File: src/rtl/lfsr_operand_gen.sv
// Seeded Galois-LFSR operand source: emits a programmed number of (a,b) pairs
// over a valid/ready handshake, then pulses done for one cycle.
module lfsr_operand_gen #(
    parameter int                     WIDTH   = 8,
    parameter logic [2*WIDTH-1:0]     POLY    = 16'hB400,
    parameter int                     COUNT_W = 8
) (
    input  logic                 clk,
    input  logic                 rst_n,
    input  logic                 start,
    input  logic [2*WIDTH-1:0]   seed,
    input  logic [COUNT_W-1:0]   num_pairs,
    output logic [WIDTH-1:0]     a,
    output logic [WIDTH-1:0]     b,
    output logic                 valid,
    input  logic                 ready,
    output logic [COUNT_W-1:0]   pair_idx,
    output logic                 busy,
    output logic                 done
);

    localparam int                 LW       = 2 * WIDTH;
    localparam logic [LW-1:0]      LFSR_ONE = LW'(1);
    localparam logic [LW-1:0]      LFSR_ZRO = LW'(0);
    localparam logic [COUNT_W-1:0] CNT_ONE  = COUNT_W'(1);
    localparam logic [COUNT_W-1:0] CNT_ZRO  = COUNT_W'(0);

    typedef enum logic [1:0] {
        ST_IDLE = 2'd0,
        ST_RUN  = 2'd1,
        ST_DONE = 2'd2
    } state_t;

    state_t              state_r, state_s;
    logic [LW-1:0]       lfsr_r, lfsr_s;
    logic [COUNT_W-1:0]  cnt_r, cnt_s;
    logic [COUNT_W-1:0]  pair_idx_r, pair_idx_s;
    logic [WIDTH-1:0]    a_r, b_r;
    logic                valid_r, busy_r, done_r;

    function automatic logic [LW-1:0] lfsr_step(input logic [LW-1:0] s);
        return (s >> 1) ^ (s[0] ? POLY : LFSR_ZRO);
    endfunction

    // Next-state, LFSR, counter and index logic.
    always_comb begin
        state_s    = state_r;
        lfsr_s     = lfsr_r;
        cnt_s      = cnt_r;
        pair_idx_s = pair_idx_r;
        case (state_r)
            ST_IDLE: begin
                if (start) begin
                    // A zero seed would lock the LFSR at zero forever.
                    lfsr_s     = (seed == LFSR_ZRO) ? LFSR_ONE : seed;
                    cnt_s      = num_pairs;
                    pair_idx_s = CNT_ZRO;
                    state_s    = (num_pairs == CNT_ZRO) ? ST_DONE : ST_RUN;
                end else begin
                    state_s = ST_IDLE;
                end
            end
            ST_RUN: begin
                if (valid_r && ready) begin
                    pair_idx_s = pair_idx_r + CNT_ONE;
                    cnt_s      = cnt_r - CNT_ONE;
                    if (cnt_r == CNT_ONE) begin
                        state_s = ST_DONE;
                    end else begin
                        lfsr_s = lfsr_step(lfsr_r);
                    end
                end else begin
                    state_s = ST_RUN;
                end
            end
            ST_DONE: begin
                state_s = ST_IDLE;
            end
            default: begin
                state_s = ST_IDLE;
            end
        endcase
    end

    // State, datapath and registered outputs, all derived from next-state values.
    always_ff @(posedge clk or negedge rst_n) begin
        if (!rst_n) begin
            state_r    <= ST_IDLE;
            lfsr_r     <= LFSR_ONE;
            cnt_r      <= CNT_ZRO;
            pair_idx_r <= CNT_ZRO;
            a_r        <= {WIDTH{1'b0}};
            b_r        <= {WIDTH{1'b0}};
            valid_r    <= 1'b0;
            busy_r     <= 1'b0;
            done_r     <= 1'b0;
        end else begin
            state_r    <= state_s;
            lfsr_r     <= lfsr_s;
            cnt_r      <= cnt_s;
            pair_idx_r <= pair_idx_s;
            a_r        <= lfsr_s[LW-1:WIDTH];
            b_r        <= lfsr_s[WIDTH-1:0];
            valid_r    <= (state_s == ST_RUN);
            busy_r     <= (state_s != ST_IDLE);
            done_r     <= (state_s == ST_DONE);
        end
    end

    assign a        = a_r;
    assign b        = b_r;
    assign valid    = valid_r;
    assign pair_idx = pair_idx_r;
    assign busy     = busy_r;
    assign done     = done_r;

endmodule

File: config.mk
export PLATFORM = sky130hd
export DESIGN_NAME = lfsr_operand_gen
export DESIGN_NICKNAME = d
export VERILOG_FILES = /design/src/rtl/lfsr_operand_gen.sv
export SDC_FILE = /design/constraint.sdc
export NUM_CORES = 1
export LEC_CHECK = 0
export ABC_AREA = 1
export CELL_PAD_IN_SITES_DETAIL_PLACEMENT = 0
export CELL_PAD_IN_SITES_GLOBAL_PLACEMENT = 2
export CORE_UTILIZATION = 30
export DETAILED_ROUTE_END_ITERATION = 10
export PLACE_DENSITY = 0.95
export REMOVE_ABC_BUFFERS = 1
export SETUP_SLACK_MARGIN = 0.02
export SYNTH_ARGS = -nofsm -noshare
export SYNTH_HDL_FRONTEND = slang
export SYNTH_SLANG_ARGS = --single-unit
File: constraint.sdc
create_clock -name clk -period 2.8 [get_ports clk]
set_input_delay 0.42 -clock clk [delete_from_list [all_inputs] [get_ports clk]]
set_output_delay 0.42 -clock clk [all_outputs]
set_load 0.01 [all_outputs]
==> summary.md <==
The run finished with clean final reports. TritonCTS built the clock tree. The highest metal layer carrying signal wires in the routed design is met4.

The internal power of the cells totals 1730 µW. The sequential cell area fraction in the yosys report is 38.9%. The routed metal-1 wire length is 3070 µm. Based on the critical path, the design can be clocked at up to 498 MHz.

The design draws 2950 µW. The critical path in this run is classified as input port to flop. Worst slew margin relative to its limit: 40.1%. The number of input and output port buffers inserted was 54; the final clock period utilization by the worst path was 71.8%. In this run the post-CTS setup repair buffer count came out at 0. Gates resized during post-CTS repair numbered 0. The count of nets after finishing is 410. Setup repair after global routing left no endpoint under its margin.

Setup violations remaining at the end of the flow were counted as 0. The maximum count of clock buffers along a single path came out at 2. The total overflow left after global routing is 0.

From left edge to right edge, the die measures 92.3 µm. Wire segments on met2 add up to 2700 µm in the final route. The number of cells produced by synthesis is 343.

Setup slack on the worst reg-to-reg path comes out at 1.01 ns. The worst-case IR drop observed on VDD is 0.362 mV. Clock tree synthesis inserted a total of 5 buffers. The terminus of the critical flop-to-flop path was cnt_r[6]. The routed design has 6100 µm of wire. The critical-path maximum fanout came out at 18.

STA classifies the critical path startpoint as an input port. Once detail routing completed, the nets flagged for antenna violations numbered 0. For this run, the number of Yosys warnings is 0. The detailed router placed 2310 vias in this run. Via density per instance: 4.79.

The kind of end point of the critical path is a flop. The logs give 29 for the count of different cell masters after synthesis and 39 for the largest net degree at the start of global routing. Clock latency on the worst-skew pair, taken at its later pin, is 0.29 ns. The leakage power summed over all cells was 0.00142 µW; the global-route usage over all layers was 15.5%. Root buffer cell: sky130_fd_sc_hd__clkbuf_8. The effective utilization at floorplan was 31.3%.

The logs give 32 for the standard-cell row count and 38 for the clock sink total. For the setup skew after layout, the log shows 0.0107 ns. Of the total power, the clock network draws 16.3%. Post-synthesis cell area: 2440 µm². The half-perimeter wire length after detailed placement came out at 4350 µm. The repair_antennas step left the layout with diodes totalling 0.

For the hold buffer count at cts, the log shows 0. The clock-pin slew reported for the worst setup and hold paths after clock tree synthesis was 0.09 ns; the reported max-cap violation count was 0. For the number of levels in the clock H-tree, the log shows 2. During I/O placement, the number of pins put on the boundary was 55.

Summed over all nets, the switching power comes to 1220 µW. The length of the first detailed-routing pass in iterations was 4. At the worst endpoint, the required time is 3.01 ns. The final max-slew violation count is 0. The number of register bits inferred by synthesis was 38. The worst register-to-register path begins at valid. The post-route netlist has 6.05% of its cells at a drive strength greater than 1.

The logs give 10500 µm for the wire length of the first global-routing pass and 312 µm for the met3 wire length. After the first detailed-routing iteration, the DRC count stood at 104. The layout overhead on the synthesized area is 24.3%. In this run the power density over the cells is 970 nW/µm². The final-layout setup total negative slack was 0 ns.

Net switching fraction of the power: 41.3%. Final hold analysis gives a worst-case slack of 0.238 ns. In the final routed layout, each cell accounts on average for 12.7 µm. The logs give 0.785 for the placer congestion estimate and 8510 µm² for the total die area.

The tools report the initial antenna violation count as 0. The logs give 2.22 ns for the arrival time of data at the critical path endpoint and 0 for the DRC violation count after routing. The worst register-to-register path has a depth of 8. The slew of the pin with the lowest slew margin is 0.899 ns, and the via count of the first global-routing pass is 2199. The part of the total power dissipated in sequential elements was 34.3%.

The die height works out to 92.3 µm. Total count of hold-check failures in the final report: 0. The synthesized area divided by synthesized cell count came out at 7.13 µm². In the final layout, the multi-input gates occupy 1120 µm². The shortest period the worst path allows works out to 2.01 ns. The register cell area after layout is 952 µm². The worst hold-check path type is input port to asynchronous set/reset pin. The share of total power dissipated in combinational logic is 49.4%. The core region is 7810 µm². The layout has 827 filler cells.
-- metrics by stage --
| stage | instance area (µm²) | cells | util (%) | setup WS [ns] |
|---|---|---|---|---|
| after floorplan | 2240 | 315 | - | 0.676 |
| after global placement | 2920 | 474 | 37.5 | 0.604 |
| after detailed placement | 2920 | 474 | 37.5 | 0.502 |
| after CTS | 3040 | 482 | 38.9 | 0.802 |
| after global routing | 3040 | 482 | 38.9 | 0.589 |
| final | 3040 | 482 | 38.9 | 0.790 |
-- final cells by class --
cell class                 instances  share of cell area [%]
multi-input combinational        234                    37.0
sequential                        38                    31.3
timing repair buffer              57                    18.4
inverter                          43                    5.31
tap                              102                    4.20
clock buffer                       5                    2.27
clock inverter                     3                    1.48
-- synth_stat cells --
| library cell | count | area (µm²) |
|---|---|---|
| sky130_fd_sc_hd__buf_4 | 16 | 120 |
| sky130_fd_sc_hd__o21ai_0 | 18 | 90.1 |
| sky130_fd_sc_hd__and3_1 | 1 | 6.26 |
| sky130_fd_sc_hd__o21ai_2 | 1 | 8.76 |
| sky130_fd_sc_hd__inv_2 | 2 | 7.51 |
| sky130_fd_sc_hd__nand2_2 | 2 | 12.5 |
| sky130_fd_sc_hd__inv_1 | 41 | 154 |
| sky130_fd_sc_hd__nor2_1 | 24 | 90.1 |
| sky130_fd_sc_hd__o22ai_1 | 1 | 6.26 |
| sky130_fd_sc_hd__dfstp_2 | 1 | 26.3 |
| sky130_fd_sc_hd__xnor2_1 | 3 | 26.3 |
| sky130_fd_sc_hd__buf_2 | 3 | 15.0 |
| sky130_fd_sc_hd__clkbuf_1 | 3 | 11.3 |
| sky130_fd_sc_hd__nand3_1 | 75 | 375 |
| sky130_fd_sc_hd__nor3_1 | 3 | 15.0 |
| sky130_fd_sc_hd__o21ai_1 | 1 | 5.00 |
| sky130_fd_sc_hd__xor2_1 | 1 | 8.76 |
| sky130_fd_sc_hd__ha_1 | 3 | 37.5 |
| sky130_fd_sc_hd__buf_6 | 5 | 56.3 |
| sky130_fd_sc_hd__a22o_1 | 2 | 17.5 |
| sky130_fd_sc_hd__a21oi_2 | 1 | 8.76 |
| sky130_fd_sc_hd__o211ai_1 | 3 | 22.5 |
| sky130_fd_sc_hd__nand2_1 | 79 | 297 |
| sky130_fd_sc_hd__nor2_2 | 3 | 18.8 |
| sky130_fd_sc_hd__dfrtp_1 | 37 | 926 |
| sky130_fd_sc_hd__a21oi_1 | 7 | 35.0 |
| sky130_fd_sc_hd__buf_1 | 1 | 3.75 |
| sky130_fd_sc_hd__nor3b_2 | 1 | 12.5 |
| sky130_fd_sc_hd__nand4_1 | 5 | 31.3 |
-- placed cells by master (no fill, tap or decap), drive strengths merged --
cell type,netlist,layout
clkinvlp,0,2
o211ai,3,3
ha,3,3
a22o,2,2
dfstp,1,1
nor3b,1,1
bufinv,0,1
nand2,81,81
nor3,3,3
buf,25,4
inv,43,43
and3,1,1
clkbuf,3,5
xnor2,3,3
nand4,5,5
o21ai,20,20
clkdlybuf4s50,0,53
o22ai,1,1
nor2,27,27
xor2,1,1
a21oi,8,8
nand3,75,75
dfrtp,37,37
-- how the worst max path moves through the flow --
stage / from / end / slack (ns) / cells past startpoint
global placement: ready / cnt_r[6] / 0.60 / 9
CTS: ready / cnt_r[6] / 0.80 / 9
finish: ready / cnt_r[6] / 0.79 / 9
detailed placement: ready / cnt_r[6] / 0.50 / 9
global route: ready / cnt_r[6] / 0.59 / 9
floorplan: state_r[1] / cnt_r[2] / 0.68 / 6
-- per-layer routing --
metal,global-route usage (%),vias up
met5,0,-
met2,24.1,67
met1,22.1,1074
li1,-,1167
met4,2.60,0
met3,3.57,2
-- critical path: stages --
cell and delay (ns):
sky130_fd_sc_hd__clkdlybuf4s50_1 0.47, sky130_fd_sc_hd__nand2_1 0.11, sky130_fd_sc_hd__inv_2 0.28, sky130_fd_sc_hd__nand2_1 0.13, sky130_fd_sc_hd__nand2_1 0.23, sky130_fd_sc_hd__inv_1 0.25, sky130_fd_sc_hd__a21oi_1 0.20, sky130_fd_sc_hd__nand2_1 0.07
sky130_fd_sc_hd__o21ai_0 0.07
-- power groups by stage --
stage | sequential, µW | clock (µW) | combinational, µW
CTS | 1020 | 491 | 1470
global route | 1050 | 520 | 1660
global placement | 1020 | 0 | 1450
detailed placement | 1020 | 0 | 1470
floorplan | 1050 | 0 | 799
finish | 1010 | 480 | 1460
-- cell families (layout without fill, tap and decap cells) --
group	Yosys count	after routing	synth area share [%]
adders and majority gates	3	3	1.54
and+or+nand+nor	193	193	35.1
AOI/OAI and AO/OA	34	34	7.93
DFF	38	38	38.9
xor gates and xnor gates	4	4	1.43
buffers and inverters	71	108	15.0
(Power assumes the default switching activity.)
